===== src/rtl/spi_target.sv =====
// spi_target: memory-mapped SPI responder, mode 0, MSB first.
// The external master owns SCK/CS_n/MOSI; all three pins are synchronized
// into i_clk and every serial event is handled as a single-cycle strobe.
// Software sees a STATUS/TX/RX register triple and an RX level interrupt.
module spi_target #(
    parameter int         SYNC_STAGES   = 2,
    parameter logic [7:0] UNDERRUN_BYTE = 8'h00
) (
    input  logic        i_clk,
    input  logic        i_rst,
    input  logic [1:0]  i_memAddr,
    input  logic [15:0] i_memDataIn,
    input  logic        i_memWrEn,
    input  logic        i_memRdEn,
    output logic [15:0] o_memDataOut,
    input  logic        i_spiSCK,
    input  logic        i_spiCSn,
    input  logic        i_spiMOSI,
    output logic        o_spiMISO,
    output logic        o_spiMisoEn,
    output logic        o_rxIntr
);

    localparam logic [1:0] ADDR_STATUS = 2'b00;
    localparam logic [1:0] ADDR_TX     = 2'b01;
    localparam logic [1:0] ADDR_RX     = 2'b10;

    // Frame tracking: WAIT holds off after reset until CS_n has been seen
    // high through the synchronizer, so a reset released mid-frame never
    // starts a frame on the tail of the old one.
    typedef enum logic [1:0] {
        ST_WAIT,
        ST_IDLE,
        ST_ACTIVE
    } state_t;

    state_t state, state_nxt;

    logic [SYNC_STAGES-1:0] sck_sync, cs_sync, mosi_sync;
    logic [SYNC_STAGES-1:0] vld_pipe;
    logic                   sck_d;

    logic sck, cs_n, mosi, sync_ok;
    logic sck_rise, sck_fall;
    logic cs_fall, cs_rise, frame_on;

    logic [7:0] tx_data, tx_shift, rx_shift, rx_data;
    logic       tx_pend, rx_valid, reload;
    logic       overrun, underrun, frame_err;
    logic [2:0] bit_cnt;

    logic wr_tx, wr_status, rd_rx;
    logic rise_on, fall_on, byte_done, tx_load;
    logic overrun_set, underrun_set, frame_err_set;

    logic unused_data;
    assign unused_data = ^{i_memDataIn[15:14], i_memDataIn[10:8]};

    // Pin synchronizers; vld_pipe marks which stages hold real pin samples
    // rather than reset values. CS_n resets high (deselected).
    always_ff @(posedge i_clk) begin
        if (i_rst) begin
            sck_sync  <= '0;
            cs_sync   <= '1;
            mosi_sync <= '0;
            vld_pipe  <= '0;
            sck_d     <= 1'b0;
        end else begin
            sck_sync  <= {sck_sync[SYNC_STAGES-2:0], i_spiSCK};
            cs_sync   <= {cs_sync[SYNC_STAGES-2:0], i_spiCSn};
            mosi_sync <= {mosi_sync[SYNC_STAGES-2:0], i_spiMOSI};
            vld_pipe  <= {vld_pipe[SYNC_STAGES-2:0], 1'b1};
            sck_d     <= sck;
        end
    end

    assign sck      = sck_sync[SYNC_STAGES-1];
    assign cs_n     = cs_sync[SYNC_STAGES-1];
    assign mosi     = mosi_sync[SYNC_STAGES-1];
    assign sync_ok  = vld_pipe[SYNC_STAGES-1];
    assign sck_rise = sck & ~sck_d;
    assign sck_fall = ~sck & sck_d;

    // Frame state register; the state doubles as the CS_n edge-detect flop.
    always_ff @(posedge i_clk) begin
        if (i_rst) state <= ST_WAIT;
        else       state <= state_nxt;
    end

    // Frame next-state and CS_n edge strobes.
    always_comb begin
        state_nxt = state;
        cs_fall   = 1'b0;
        cs_rise   = 1'b0;
        frame_on  = 1'b0;
        case (state)
            ST_WAIT: begin
                if (sync_ok && cs_n) state_nxt = ST_IDLE;
            end
            ST_IDLE: begin
                if (!cs_n) begin
                    cs_fall   = 1'b1;
                    state_nxt = ST_ACTIVE;
                end
            end
            ST_ACTIVE: begin
                if (cs_n) begin
                    cs_rise   = 1'b1;
                    state_nxt = ST_IDLE;
                end else begin
                    frame_on  = 1'b1;
                end
            end
            default: state_nxt = ST_WAIT;
        endcase
    end

    assign wr_tx     = i_memWrEn && (i_memAddr == ADDR_TX);
    assign wr_status = i_memWrEn && (i_memAddr == ADDR_STATUS);
    assign rd_rx     = i_memRdEn && (i_memAddr == ADDR_RX);

    assign rise_on   = frame_on & sck_rise;
    assign fall_on   = frame_on & sck_fall;
    assign byte_done = rise_on && (bit_cnt == 3'd7);
    // TX byte is pulled into the shifter at frame start and on the falling
    // edge that follows each completed byte.
    assign tx_load   = cs_fall | (fall_on & reload);

    assign overrun_set   = byte_done & rx_valid & ~rd_rx;
    assign underrun_set  = tx_load & ~tx_pend;
    assign frame_err_set = cs_rise && (bit_cnt != 3'd0);

    // TX holding register and shifter; a same-cycle TX write leaves the old
    // byte going into the shifter and the new one pending.
    always_ff @(posedge i_clk) begin
        if (i_rst) begin
            tx_data  <= '0;
            tx_pend  <= 1'b0;
            tx_shift <= '0;
        end else begin
            if (wr_tx)        tx_data <= i_memDataIn[7:0];
            if (wr_tx)        tx_pend <= 1'b1;
            else if (tx_load) tx_pend <= 1'b0;
            if (tx_load)      tx_shift <= tx_pend ? tx_data : UNDERRUN_BYTE;
            else if (fall_on) tx_shift <= {tx_shift[6:0], 1'b0};
        end
    end

    // Bit counter and reload arm; frame edges restart the byte.
    always_ff @(posedge i_clk) begin
        if (i_rst) begin
            bit_cnt <= '0;
            reload  <= 1'b0;
        end else begin
            if (cs_fall || cs_rise) bit_cnt <= '0;
            else if (rise_on)       bit_cnt <= bit_cnt + 3'd1;
            if (cs_rise)            reload <= 1'b0;
            else if (byte_done)     reload <= 1'b1;
            else if (tx_load)       reload <= 1'b0;
        end
    end

    // RX shifter and holding register; completion beats a same-cycle clear,
    // and a byte landing on an unread RX is dropped.
    always_ff @(posedge i_clk) begin
        if (i_rst) begin
            rx_shift <= '0;
            rx_data  <= '0;
            rx_valid <= 1'b0;
        end else begin
            if (rise_on) rx_shift <= {rx_shift[6:0], mosi};
            if (byte_done && !overrun_set) begin
                rx_data  <= {rx_shift[6:0], mosi};
                rx_valid <= 1'b1;
            end else if (rd_rx && !byte_done) begin
                rx_valid <= 1'b0;
            end
        end
    end

    // Sticky error flags, write-1-to-clear; a set in the same cycle wins.
    always_ff @(posedge i_clk) begin
        if (i_rst) begin
            overrun   <= 1'b0;
            underrun  <= 1'b0;
            frame_err <= 1'b0;
        end else begin
            overrun   <= overrun_set   | (overrun   & ~(wr_status & i_memDataIn[13]));
            underrun  <= underrun_set  | (underrun  & ~(wr_status & i_memDataIn[12]));
            frame_err <= frame_err_set | (frame_err & ~(wr_status & i_memDataIn[11]));
        end
    end

    // Register read mux.
    always_comb begin
        o_memDataOut = '0;
        case (i_memAddr)
            ADDR_STATUS: o_memDataOut = {rx_valid, tx_pend, overrun, underrun,
                                         frame_err, frame_on, 10'b0};
            ADDR_TX:     o_memDataOut = {8'h00, tx_data};
            ADDR_RX:     o_memDataOut = {8'h00, rx_data};
            default:     o_memDataOut = '0;
        endcase
    end

    assign o_spiMISO   = tx_shift[7];
    assign o_spiMisoEn = frame_on;
    assign o_rxIntr    = rx_valid;

endmodule


===== config.mk =====
export PLATFORM = sky130hd
export DESIGN_NAME = spi_target
export DESIGN_NICKNAME = d
export VERILOG_FILES = /design/src/rtl/spi_target.sv
export SDC_FILE = /design/constraint.sdc
export NUM_CORES = 1
export LEC_CHECK = 0
export BUFFER_PORTS_ARGS = -buffer_cell sky130_fd_sc_hd__buf_2
export CORE_ASPECT_RATIO = 0.6
export CORE_MARGIN = 2
export CORE_UTILIZATION = 43
export DETAILED_ROUTE_END_ITERATION = 10
export PLACE_DENSITY = 0.65
export SETUP_SLACK_MARGIN = 0.5
export SYNTH_ARGS = -nofsm -noshare
export SYNTH_HDL_FRONTEND = slang
export SYNTH_SLANG_ARGS = --single-unit
export TNS_END_PERCENT = 1

===== constraint.sdc =====
create_clock -name i_clk -period 3.2 [get_ports i_clk]
set_input_delay 0.32 -clock i_clk [delete_from_list [all_inputs] [get_ports i_clk]]
set_output_delay 0.32 -clock i_clk [all_outputs]
set_load 0.005 [all_outputs]

==> impl_metrics.ini <==
[placement]
numPortBuffers = 36
gp_congestion = 0.746
dpl.hpwl_mm = 3.24
post-place-ws_ns = 1.04
placedCellCount = 323

[clock_tree]
clkSinkCount = 51
htreeDepth = 2
clkTransAtPathRegs_ns = 0.09
holdBufCountCts = 0
clock_path_buffers = 2
cts_root_buf = clkbuf_8
cts-buffers-inserted = 5
postCtsResizedCells = 0
cts_tree = built
clk_latency_ns = 0.30
cts_setup_buffers = 0

[power_and_ir_drop]
power.density_nw_per_um2 = 469
vdd_drop_max_mv = 0.267
combPwrFrac = 0.054
switching_share = 0.223
seqPwrFrac = 0.587
clockPowerShare = 0.359
internal_power_uw = 867
p_leak_uw = 0.000919
power_switching_uw = 249

[critical_path]
worstPathArrival_ns = 2.35
end_kind = flop
critPathKind = reg2reg
path_cells = or3b_1, a2111oi_4, mux2i_1, nor2_1
crit_fanout = 8
start_kind = flop
crit_slowest_cell = a2111oi_4
cp_slowest_stage_delay_ns = 0.75
cp.required_ns = 3.36

[detailed_routing]
avgRoutedWirePerCell_um = 13.7
drt-vias-per-instance = 5.22
first_pass_iters = 4
vias = 1727
drtAntennaViolNets = 0
drt_iter0_markers = 95
wl_mm = 4.53
drcViolationCount = 0

[sta]
min_period_over_period = 0.683
finClkSkew_ns = 0.00549
finalHoldViolCount = 0
slew_headroom = 0.429
setup_ws_ns = 1.02
fmax_ghz = 0.458
fin_tns_setup_ns = 0
holdWs_ns = 0.190
setup_viol = 0
worstMarginPinSlew_ns = 0.857
rsz0062_at_grt = no
drv_slew = 0
min_period_ns = 2.18

[floorplan]
io-pin-count = 44
die_y_um = 57.8
rows = 19
die_w_um = 93.6
coreArea_um2 = 4610
design.die.area_um2 = 5410
initial_core_util = 0.449

[finish]
final_cells = 331
fillers = 467
syn2layout_area_growth_pct = 14.9
n_antenna_cell = 0
drive_gt1_frac = 0.179
nNetsFinal = 295

[global_routing]
grt_pass1_wl_mm = 7.56
antenna_found_initial = 0
grt_usage = 0.181
grt_max_degree = 50
grt_pass1_vias = 1517
overflow = 0

[run_status]
status = complete, no violations

[synth]
synth_cell_types = 37
synth.ff_latch_count = 51
synth.yosys.seq_area_share = 0.493
synth_largest_area_cell = dfxtp_1
synth_area_leaders = dfxtp_1, nand2_1, a21oi_1
yosys_warnings = 0
avgSynthCellArea_um2 = 8.77
syn-cell-area_um2 = 2070
synth_cells = 236
synth_top_area_share = 0.493

[job]
maxCapViolCount = 0

[min_path]
hold_path.class = in2reg
-- logic make-up after synthesis --
group	count (synthesis)	synth area share
compound gates	48	0.161
xor+xnor	2	0.00846
fa+ha+maj	3	0.0181
buf+inv	21	0.0429
flops	51	0.493
mux	8	0.0387
other cells	1	0.00181
simple gates	102	0.236
-- metrics by stage --
| stage | util | total power [uW] | instance area, um^2 |
|---|---|---|---|
| final | 0.516 | 1120 | 2380 |
| after global routing | 0.516 | 1180 | 2380 |
| after CTS | 0.516 | 1130 | 2380 |
| after detailed placement | 0.494 | 731 | 2280 |
| after global placement | 0.494 | 730 | 2280 |
| after floorplan | - | 706 | 2070 |
-- registers in the layout (all words and copies together), names as in the netlist --
signal / flops
rx_data: 8
tx_data: 8
tx_shift: 8
rx_shift: 7
bit_cnt: 3
cs_sync: 2
mosi_sync: 2
sck_sync: 2
state: 2
vld_pipe: 2
frame_err: 1
o_rxIntr: 1
overrun: 1
reload: 1
sck_d: 1
tx_pend: 1
underrun: 1
-- routing by layer --
| metal | vias to the layer above | global-route usage | share of wire |
|---|---|---|---|
| li1 | 874 | - | - |
| met4 | 0 | 0.0497 | 0.012 |
| met3 | 7 | 0.0533 | 0.066 |
| met2 | 50 | 0.248 | 0.41 |
| met5 | - | 0 | 0 |
| met1 | 796 | 0.275 | 0.51 |
-- final timing paths --
kind         startpoint          to  slack (ns)  depth (start not counted)
max            state[1]  rx_data[5]        1.02                          4
max reg2reg    state[1]  rx_data[5]        1.02                          4
min            i_spiCSn  cs_sync[0]        0.19                          2
min reg2reg  cs_sync[0]  cs_sync[1]        0.43                          1
-- synthesized netlist by cell type, drive strengths merged --
cell type  instances
or2                3
a221oi             6
mux2i              8
nor2              20
a311oi             1
xnor2              2
nand2b             1
nand3             11
inv                7
nor2b              8
nand2             35
ha                 3
nand4b             1
a21oi             24
conb               1
nor3b              1
nor3               9
o21ai              3
and2b              1
or2b               1
a22o               8
a211oi             1
or3                3
o21a               2
and2               5
nand3b             1
or3b               1
buf                6
o211ai             1
a2111oi            2
dfxtp             51
clkbuf             8
nor4bb             1
-- power groups by stage --
stage	clock network, uW	registers (uW)	logic [uW]
2_1_floorplan	0	667	39.3
3_3_place_gp	0	670	60.0
3_5_place_dp	0	670	60.8
4_1_cts	416	655	60.8
5_1_grt	452	657	68.1
6_report	401	655	60.6
-- critical path: cells and delay by family, from the launching register on --
kind,cells,cell delay (ns)
AO/OA/AOI/OAI,1,0.75
multiplexers,1,0.26
flip-flops,1,0.47
AND/OR/NAND/NOR,2,0.56
-- layout by cell type, fill, tap and decap left out, types with 5 or more instances in the layout --
master    synthesis  layout
a21oi_1          24      24
a221oi_1          6       6
a22o_1            8       8
and2_1            5       5
buf_2             2      36
clkbuf_8          0       7
dfxtp_1          51      51
inv_1             7       7
mux2i_1           8       8
nand2_1          35      35
nand3_1          11      11
nor2_1           20      20
nor2b_1           8       8
nor3_1            9       9
-- layout make-up --
class                           count  area [um^2]  share of cell area
Clock buffer                        8          100              0.0421
Inverter                            7         26.3              0.0110
Multi-Input combinational cell    165          965               0.406
Sequential cell                    51         1020               0.429
Tap cell                           63         78.8              0.0331
Timing Repair Buffer               37          188              0.0789
(Power assumes the default switching activity.)
